==> src/rtl/mmcm_drp_sequencer.sv <==
// rtl/mmcm_drp_sequencer.sv - DRP read-modify-write sequencer for one MMCME2_ADV reconfiguration
// Ports:
//   clk_usb, reset_i              : sole clock (also MMCM DCLK), synchronous active-high reset
//   cfg_we/idx/addr/mask/data     : table entry write port (ignored unless idle)
//   cfg_count, start              : number of entries to apply, start pulse
//   busy, done, error             : sequence status (error is sticky until next start)
//   drp_addr/den/dwe/din/dout/drdy: MMCM DRP port
//   mmcm_rst, mmcm_locked         : MMCM reset and lock status
module mmcm_drp_sequencer #(
    parameter int pENTRY_AW     = 3,
    parameter int pDRDY_TIMEOUT = 255,
    parameter int pLOCK_TIMEOUT = 65535
) (
    input  logic                 clk_usb,
    input  logic                 reset_i,
    input  logic                 cfg_we,
    input  logic [pENTRY_AW-1:0] cfg_idx,
    input  logic [6:0]           cfg_addr,
    input  logic [15:0]          cfg_mask,
    input  logic [15:0]          cfg_data,
    input  logic [pENTRY_AW:0]   cfg_count,
    input  logic                 start,
    output logic                 busy,
    output logic                 done,
    output logic                 error,
    output logic [6:0]           drp_addr,
    output logic                 drp_den,
    output logic                 drp_dwe,
    output logic [15:0]          drp_din,
    input  logic [15:0]          drp_dout,
    input  logic                 drp_drdy,
    output logic                 mmcm_rst,
    input  logic                 mmcm_locked
);

    localparam int DEPTH = 1 << pENTRY_AW;

    typedef enum logic [3:0] {
        S_IDLE,
        S_RST_ON,
        S_RD_REQ,
        S_RD_WAIT,
        S_WR_REQ,
        S_WR_WAIT,
        S_RST_OFF,
        S_LOCK_WAIT,
        S_FIN
    } state_t;

    state_t state_q, state_d;

    // Entry layout: {addr[38:32], mask[31:16], data[15:0]}
    logic [38:0]          table_q [DEPTH];
    logic [pENTRY_AW-1:0] ptr_q;
    logic [pENTRY_AW:0]   count_q;
    logic [15:0]          rd_q;
    logic [15:0]          wcnt_q;
    logic                 error_q;

    logic [38:0] entry;
    logic        last_entry;
    logic        drdy_timeout;
    logic        lock_timeout;
    logic        in_drp_wait;

    assign entry        = table_q[ptr_q];
    assign last_entry   = ({1'b0, ptr_q} + 1'b1) == count_q;
    assign in_drp_wait  = (state_q == S_RD_WAIT) || (state_q == S_WR_WAIT);
    // The counter holds the number of wait cycles already elapsed, so the
    // last permitted cycle is the one where it equals TIMEOUT-1.
    assign drdy_timeout = wcnt_q == 16'(pDRDY_TIMEOUT - 1);
    assign lock_timeout = wcnt_q == 16'(pLOCK_TIMEOUT - 1);

    // Table storage is deliberately not reset.
    always_ff @(posedge clk_usb) begin
        if (cfg_we && state_q == S_IDLE) begin
            table_q[cfg_idx] <= {cfg_addr, cfg_mask, cfg_data};
        end
    end

    always_ff @(posedge clk_usb) begin
        if (reset_i) begin
            state_q <= S_IDLE;
        end else begin
            state_q <= state_d;
        end
    end

    always_comb begin
        state_d = state_q;
        case (state_q)
            S_IDLE: begin
                if (start) begin
                    state_d = (cfg_count == '0) ? S_FIN : S_RST_ON;
                end
            end
            S_RST_ON: state_d = S_RD_REQ;
            S_RD_REQ: state_d = S_RD_WAIT;
            S_RD_WAIT: begin
                if (drp_drdy)          state_d = S_WR_REQ;
                else if (drdy_timeout) state_d = S_FIN;
            end
            S_WR_REQ: state_d = S_WR_WAIT;
            S_WR_WAIT: begin
                if (drp_drdy)          state_d = last_entry ? S_RST_OFF : S_RD_REQ;
                else if (drdy_timeout) state_d = S_FIN;
            end
            S_RST_OFF: state_d = S_LOCK_WAIT;
            S_LOCK_WAIT: begin
                if (mmcm_locked || lock_timeout) state_d = S_FIN;
            end
            S_FIN:   state_d = S_IDLE;
            default: state_d = S_IDLE;
        endcase
    end

    always_ff @(posedge clk_usb) begin
        if (reset_i) begin
            ptr_q   <= '0;
            count_q <= '0;
            rd_q    <= '0;
            wcnt_q  <= '0;
            error_q <= 1'b0;
        end else begin
            if (state_q == S_IDLE && start) begin
                ptr_q   <= '0;
                count_q <= cfg_count;
                error_q <= 1'b0;
            end
            if (state_q == S_RD_WAIT && drp_drdy) begin
                rd_q <= drp_dout;
            end
            if (state_q == S_WR_WAIT && drp_drdy && !last_entry) begin
                ptr_q <= ptr_q + 1'b1;
            end
            if ((in_drp_wait && !drp_drdy && drdy_timeout) ||
                (state_q == S_LOCK_WAIT && !mmcm_locked && lock_timeout)) begin
                error_q <= 1'b1;
            end
            // Restart the wait counter on every request and on reset release.
            if (state_q == S_RD_REQ || state_q == S_WR_REQ || state_q == S_RST_OFF) begin
                wcnt_q <= '0;
            end else if (in_drp_wait || state_q == S_LOCK_WAIT) begin
                wcnt_q <= wcnt_q + 16'd1;
            end
        end
    end

    always_comb begin
        busy     = (state_q != S_IDLE) && (state_q != S_FIN);
        done     = state_q == S_FIN;
        error    = error_q;
        drp_den  = (state_q == S_RD_REQ) || (state_q == S_WR_REQ);
        drp_dwe  = state_q == S_WR_REQ;
        drp_addr = drp_den ? entry[38:32] : 7'd0;
        drp_din  = drp_dwe ? ((rd_q & entry[31:16]) | (entry[15:0] & ~entry[31:16])) : 16'd0;
        mmcm_rst = (state_q == S_RST_ON)  || (state_q == S_RD_REQ) || (state_q == S_RD_WAIT) ||
                   (state_q == S_WR_REQ)  || (state_q == S_WR_WAIT);
    end

endmodule

==> config.mk <==
export PLATFORM = sky130hd
export DESIGN_NAME = mmcm_drp_sequencer
export DESIGN_NICKNAME = d
export VERILOG_FILES = /design/src/rtl/mmcm_drp_sequencer.sv
export SDC_FILE = /design/constraint.sdc
export NUM_CORES = 1
export LEC_CHECK = 0
export ABC_AREA = 1
export ABC_CLOCK_PERIOD_IN_PS = 5340
export CAP_MARGIN = 20
export CORE_MARGIN = 2
export CORE_UTILIZATION = 59
export DETAILED_ROUTE_END_ITERATION = 8
export GPL_TIMING_DRIVEN = 0
export PLACE_DENSITY = 0.9
export SYNTH_ARGS = -nofsm -noshare
export SYNTH_HDL_FRONTEND = slang
export SYNTH_SLANG_ARGS = --single-unit
==> constraint.sdc <==
create_clock -name clk_usb -period 5.34 [get_ports clk_usb]
set_input_delay 0.534 -clock clk_usb [delete_from_list [all_inputs] [get_ports clk_usb]]
set_output_delay 0.534 -clock clk_usb [all_outputs]
set_load 0.05 [all_outputs]
Word-level counts from Yosys, hierarchy flattened
Memory sizes are Yosys's and may differ from the RTL's. A register that Yosys moved wholly into a read port is not among the register bits.
Cells that the tools add are included.
{ "totals": {"ram_bits": 312, "inputBits": 68, "out_inout_bits": 29, "rom_bits": 0, "n_memories": 1, "elab_cells": 76, "latchBits": 0, "reg_bits": 44} }
{ "memory_table": {"columns": ["memory", "words", "word_bits", "read_ports", "rd_ports_with_merged_regs", "write_ports", "line_no", "text"], "rows": [
  ["table_q", 8, 39, 1, 1, 1, "53", "logic [38:0] table_q [DEPTH];"]
]} }
{ "op_classes": {"mux": 18, "add_sub_neg": 3, "shift": 0, "n_eq_ne": 14, "n_reduce_logical": 30, "n_bitwise": 4, "n_lt_le_gt_ge": 0, "div": 0, "mul": 0} }
{ "ops": {"columns": ["cell", "n"], "rows": [
  ["$and 16x16->16", 2],
  ["$pmux 4 s8", 1],
  ["$mux 4", 6],
  ["$add 16x1->16 const B", 1],
  ["$eq 16x16->1 const B", 1],
  ["$eq 16x8->1 const B", 1],
  ["$eq 4x3->1 const B", 4],
  ["$mux 16", 1],
  ["$not 16->16", 1],
  ["$or 16x16->16", 1],
  ["$mux 3", 5],
  ["$logic_and 1x1->1", 10],
  ["$logic_or 1x1->1", 10],
  ["$eq 4x2->1 const B", 2],
  ["$logic_not 4->1", 2],
  ["$mux 7", 1],
  ["$add 3x1->4 const B", 1],
  ["$eq 4x1->1 const B", 1],
  ["$eq 4x4->1", 1],
  ["$eq 4x4->1 const B", 1],
  ["$mux 1", 4],
  ["$ne 2x2->1 const B", 2],
  ["$ne 4x4->1 const B", 1],
  ["$reduce_bool 2->1", 2],
  ["other kinds (5)", 7]
]} }

Longest topological paths before layout
{ "logic_depth": {"depth_word": 7, "mapped_depth": 12, "mapped_depth_nobuf": 12} }

Worst setup path after synthesis
OpenSTA, ideal clock, no wires.
{ "synth_timing": {"path_type": "register -> register", "start": "register state_q[0]", "end": "memory table_q[0][0] (enable)", "t_required_ns": 4.856, "path_slack_ns": 1.291, "n_path_buf": 0, "synth_period_minus_slack_ns": 4.049, "setup_time_ns": 0.484, "t_arrival_ns": 3.565, "stages_incl_launch_ff": 6, "cell_sequence": "dfxtp_1 -> nor2_1 -> nand2_1 -> nor2_1 -> nand2_1 -> nor3_1"} }
{ "synth_between": {"elab_chain_len": 4} }
{ "synth_rtl": {"columns": ["element", "line_no", "text"], "rows": [
  ["start: declaration", "50", "state_t state_q, state_d;"],
  ["start signal: assignment", "85", "state_q <= state_d;"],
  ["$logic_not 4->1", "76", "if (cfg_we && state_q == S_IDLE) begin"],
  ["$logic_and 1x1->1", "76", null],
  ["$mux 1", "76", null],
  ["$mux 1 (implied by the code)", "77", "table_q[cfg_idx] <= {cfg_addr, cfg_mask, cfg_data};"],
  ["end: declaration", "53", null]
]} }
Every way passes these cells.

==> metrics <==
synth cell count leaders 312 x edfxtp_1, 243 x nor2_1, 169 x nand2_1; RD Place Congestion 0.8793; Slew @ Worst Pin 0.8634 ns; Final min period 4.095 ns; Final Util 0.7123; CORE AREA 24,320 sq um; remaining antenna violation count after routing 0; die area 26,020 sq um; layout cells sized above 1 0.08743; antenna cell count 0; # Max-Cap Violations 0; hpwl dp 26,580 um; wirelength, routed 42,080 um; Final period util 0.7668; first-pass GRT wire length 63,090 um; fin. max-slew vios 0; clk_skew 0.01595 ns; Seq/Total Area, Yosys 0.7061; 1st-pass router iterations 6; count leader, synth edfxtp_1; unrepaired setup endpoints after global routing no; Post-Place Cell Area 16,280 sq um; number of synthesis warnings 0; Sequential Area 10,310 sq um; CTS Buf Count 37; final global-route overflow total 0; Max clock buf depth 3; H-Tree Depth 2; post_cts resized 0; Synth Cell Area 14,600 sq um; Synth area leader edfxtp_1; Multi-input gate area 3782 sq um; critical-path cell list buf_1, clkbuf_1, nand2_1, a21oi_1, clkdlybuf4s50_1; Nets 1,513; clk root buf clkbuf_16; largest net degree at the start of global routing 28; Power Dens Cells 339.4 nW/um^2; Final WS setup 1.245 ns; Worst setup EP type primary output; CTS clk-pin slew, worst paths 0.06 ns; pre-CTS setup slack 1.964 ns; Top Ports 97; DIE HEIGHT 161.3 um; Layout area overhead 18.65%; die width 161.3 um; Yosys reg bits 359; Synth cell types 34; Initial Utilization 0.6003; Synth async-reset ratio 0; clock sinks 359; Worst path slowest cell clkdlybuf4s50_1; drt wl/cell 23.54 um; Critical Path Start Type flop; Peak Freq 244.2 MHz; # DRC 0; Mapped Avg Cell Area 11.34 sq um; status completed; Global Route Usage Sum 0.3218; antenna violations before repair 0; CP Class flop to primary output; Buffers on Ports 95; Final setup viols 0; LEAKAGE 6.060 nW; Non-Filler Cell Area, Final 17,320 sq um; TritonCTS clock tree yes; Slew headroom 0.4244; Synth area leaders edfxtp_1 64%, dfxtp_1 6.4%, nor2_1 6.2%; Clock Latency Late Sink 0.53 ns; CP peak stage delay 0.86 ns; Site Rows 57; Post-CTS Repair Setup Buffers 0; Min-Delay Path Class primary input to flop; Final Hold Viols 0; crit path max fanout 10; CP required 4.81 ns; vias in the first global route 11,590; cts hold-fix bufs 0; final hold slack 0.4084 ns; arrival time worst endpoint 3.56 ns; Post-synth EDFFs 312; Yosys top cell area share 0.6417; VDD IR max 0.2636 mV; ys flop type edfxtp_1; syn_nets 1,359; DR iter-0 viols 2,221; Synth Instances 1,288; filler cell count 1,461; via/cell ratio 6.490; Vias 11,610
[cells by family after synthesis]
kind of cell               after synthesis  share of synthesized area
and+or+nand+nor                        489                     0.1383
adders and majority gates                3                   0.002571
buffers and inverters                  119                    0.03822
DFF                                    359                     0.7061
AOI/OAI and AO/OA                      318                     0.1147
[critical path, delay by kind of cell, from the launching register on]
family / cells / cell delay [ns]
DFF: 1 / 0.42
and+or+nand+nor: 1 / 0.18
AOI/OAI and AO/OA: 1 / 0.28
buffers and inverters: 3 / 2.14
[per-stage QoR]
stage / TNS [ns] / std cells / total power [mW]
finish: 0 / 1788 / 5.879
global route: 0 / 1788 / 6.006
CTS: 0 / 1788 / 5.859
detailed placement: 0 / 1727 / 3.614
global placement: -239.22 / 1707 / 3.585
floorplan: 0 / 1288 / 3.415
[final cells by class]
cell class              instances  share of cell area
plain buffers                  67             0.02095
well taps                     324             0.02340
clock buffers                  46             0.05598
repair buffers                115             0.07057
inverters                      52             0.01127
clock inverters                15            0.004334
flip-flops and latches        359              0.5952
multi-input cells             810              0.2183
[layer usage]
| metal | up-vias | track usage | part of all wire |
|---|---|---|---|
| li1 | 4871 | - | - |
| met1 | 5398 | 0.4021 | 0.33 |
| met2 | 1105 | 0.5181 | 0.47 |
| met3 | 231 | 0.08115 | 0.14 |
| met4 | 0 | 0.1798 | 0.059 |
| met5 | - | 0 | 0 |
[path summary, 6_finish.rpt]
| check | slack [ns] | from | depth (start not counted) | endpoint |
|---|---|---|---|---|
| worst max-delay path | 1.25 | flop | 5 | drp_din[11] |
| worst min-delay path | 0.41 | drp_drdy | 3 | rd_q[3] |
| worst max register to register | 2.61 | state_q[0] | 7 | table_q[7][28] |
| worst min register to register | 0.44 | wcnt_q[7] | 2 | wcnt_q[7] |
[placed cells by master, fill, tap and decap left out, types with 3 or more instances in the layout]
| cell type | instances |
|---|---|
| edfxtp_1 | 312 |
| nor2_1 | 239 |
| nand2_1 | 169 |
| o21ai_0 | 168 |
| clkdlybuf4s50_1 | 95 |
| o22ai_1 | 56 |
| a21oi_1 | 54 |
| inv_1 | 48 |
| nand3_1 | 48 |
| dfxtp_1 | 47 |
| clkbuf_1 | 38 |
| clkbuf_16 | 37 |
| o21ai_1 | 36 |
| buf_2 | 20 |
| buf_6 | 17 |
| buf_4 | 9 |
| clkinv_1 | 8 |
| nor2_4 | 6 |
| nor3_2 | 6 |
| nand4_1 | 5 |
| buf_8 | 5 |
| inv_2 | 4 |
| nor3_1 | 4 |
| clkinv_2 | 4 |
| buf_12 | 4 |
| nand2_2 | 3 |
| ha_1 | 3 |
[power by group]
part           internal (mW)  switching, mW  total (mW)  leakage (nW)
logic                  0.133          0.275       0.408          2.35
registers               3.13         0.0278        3.16          3.20
clock network           1.28           1.03        2.31         0.510
[flip-flops by register name, indices dropped and copies added, names as in the netlist, named ones only]
name,cells
count_q,4
error,1
ptr_q,3
rd_q,16
state_q,4
table_q,312
wcnt_q,16
(Power assumes the default switching activity.)
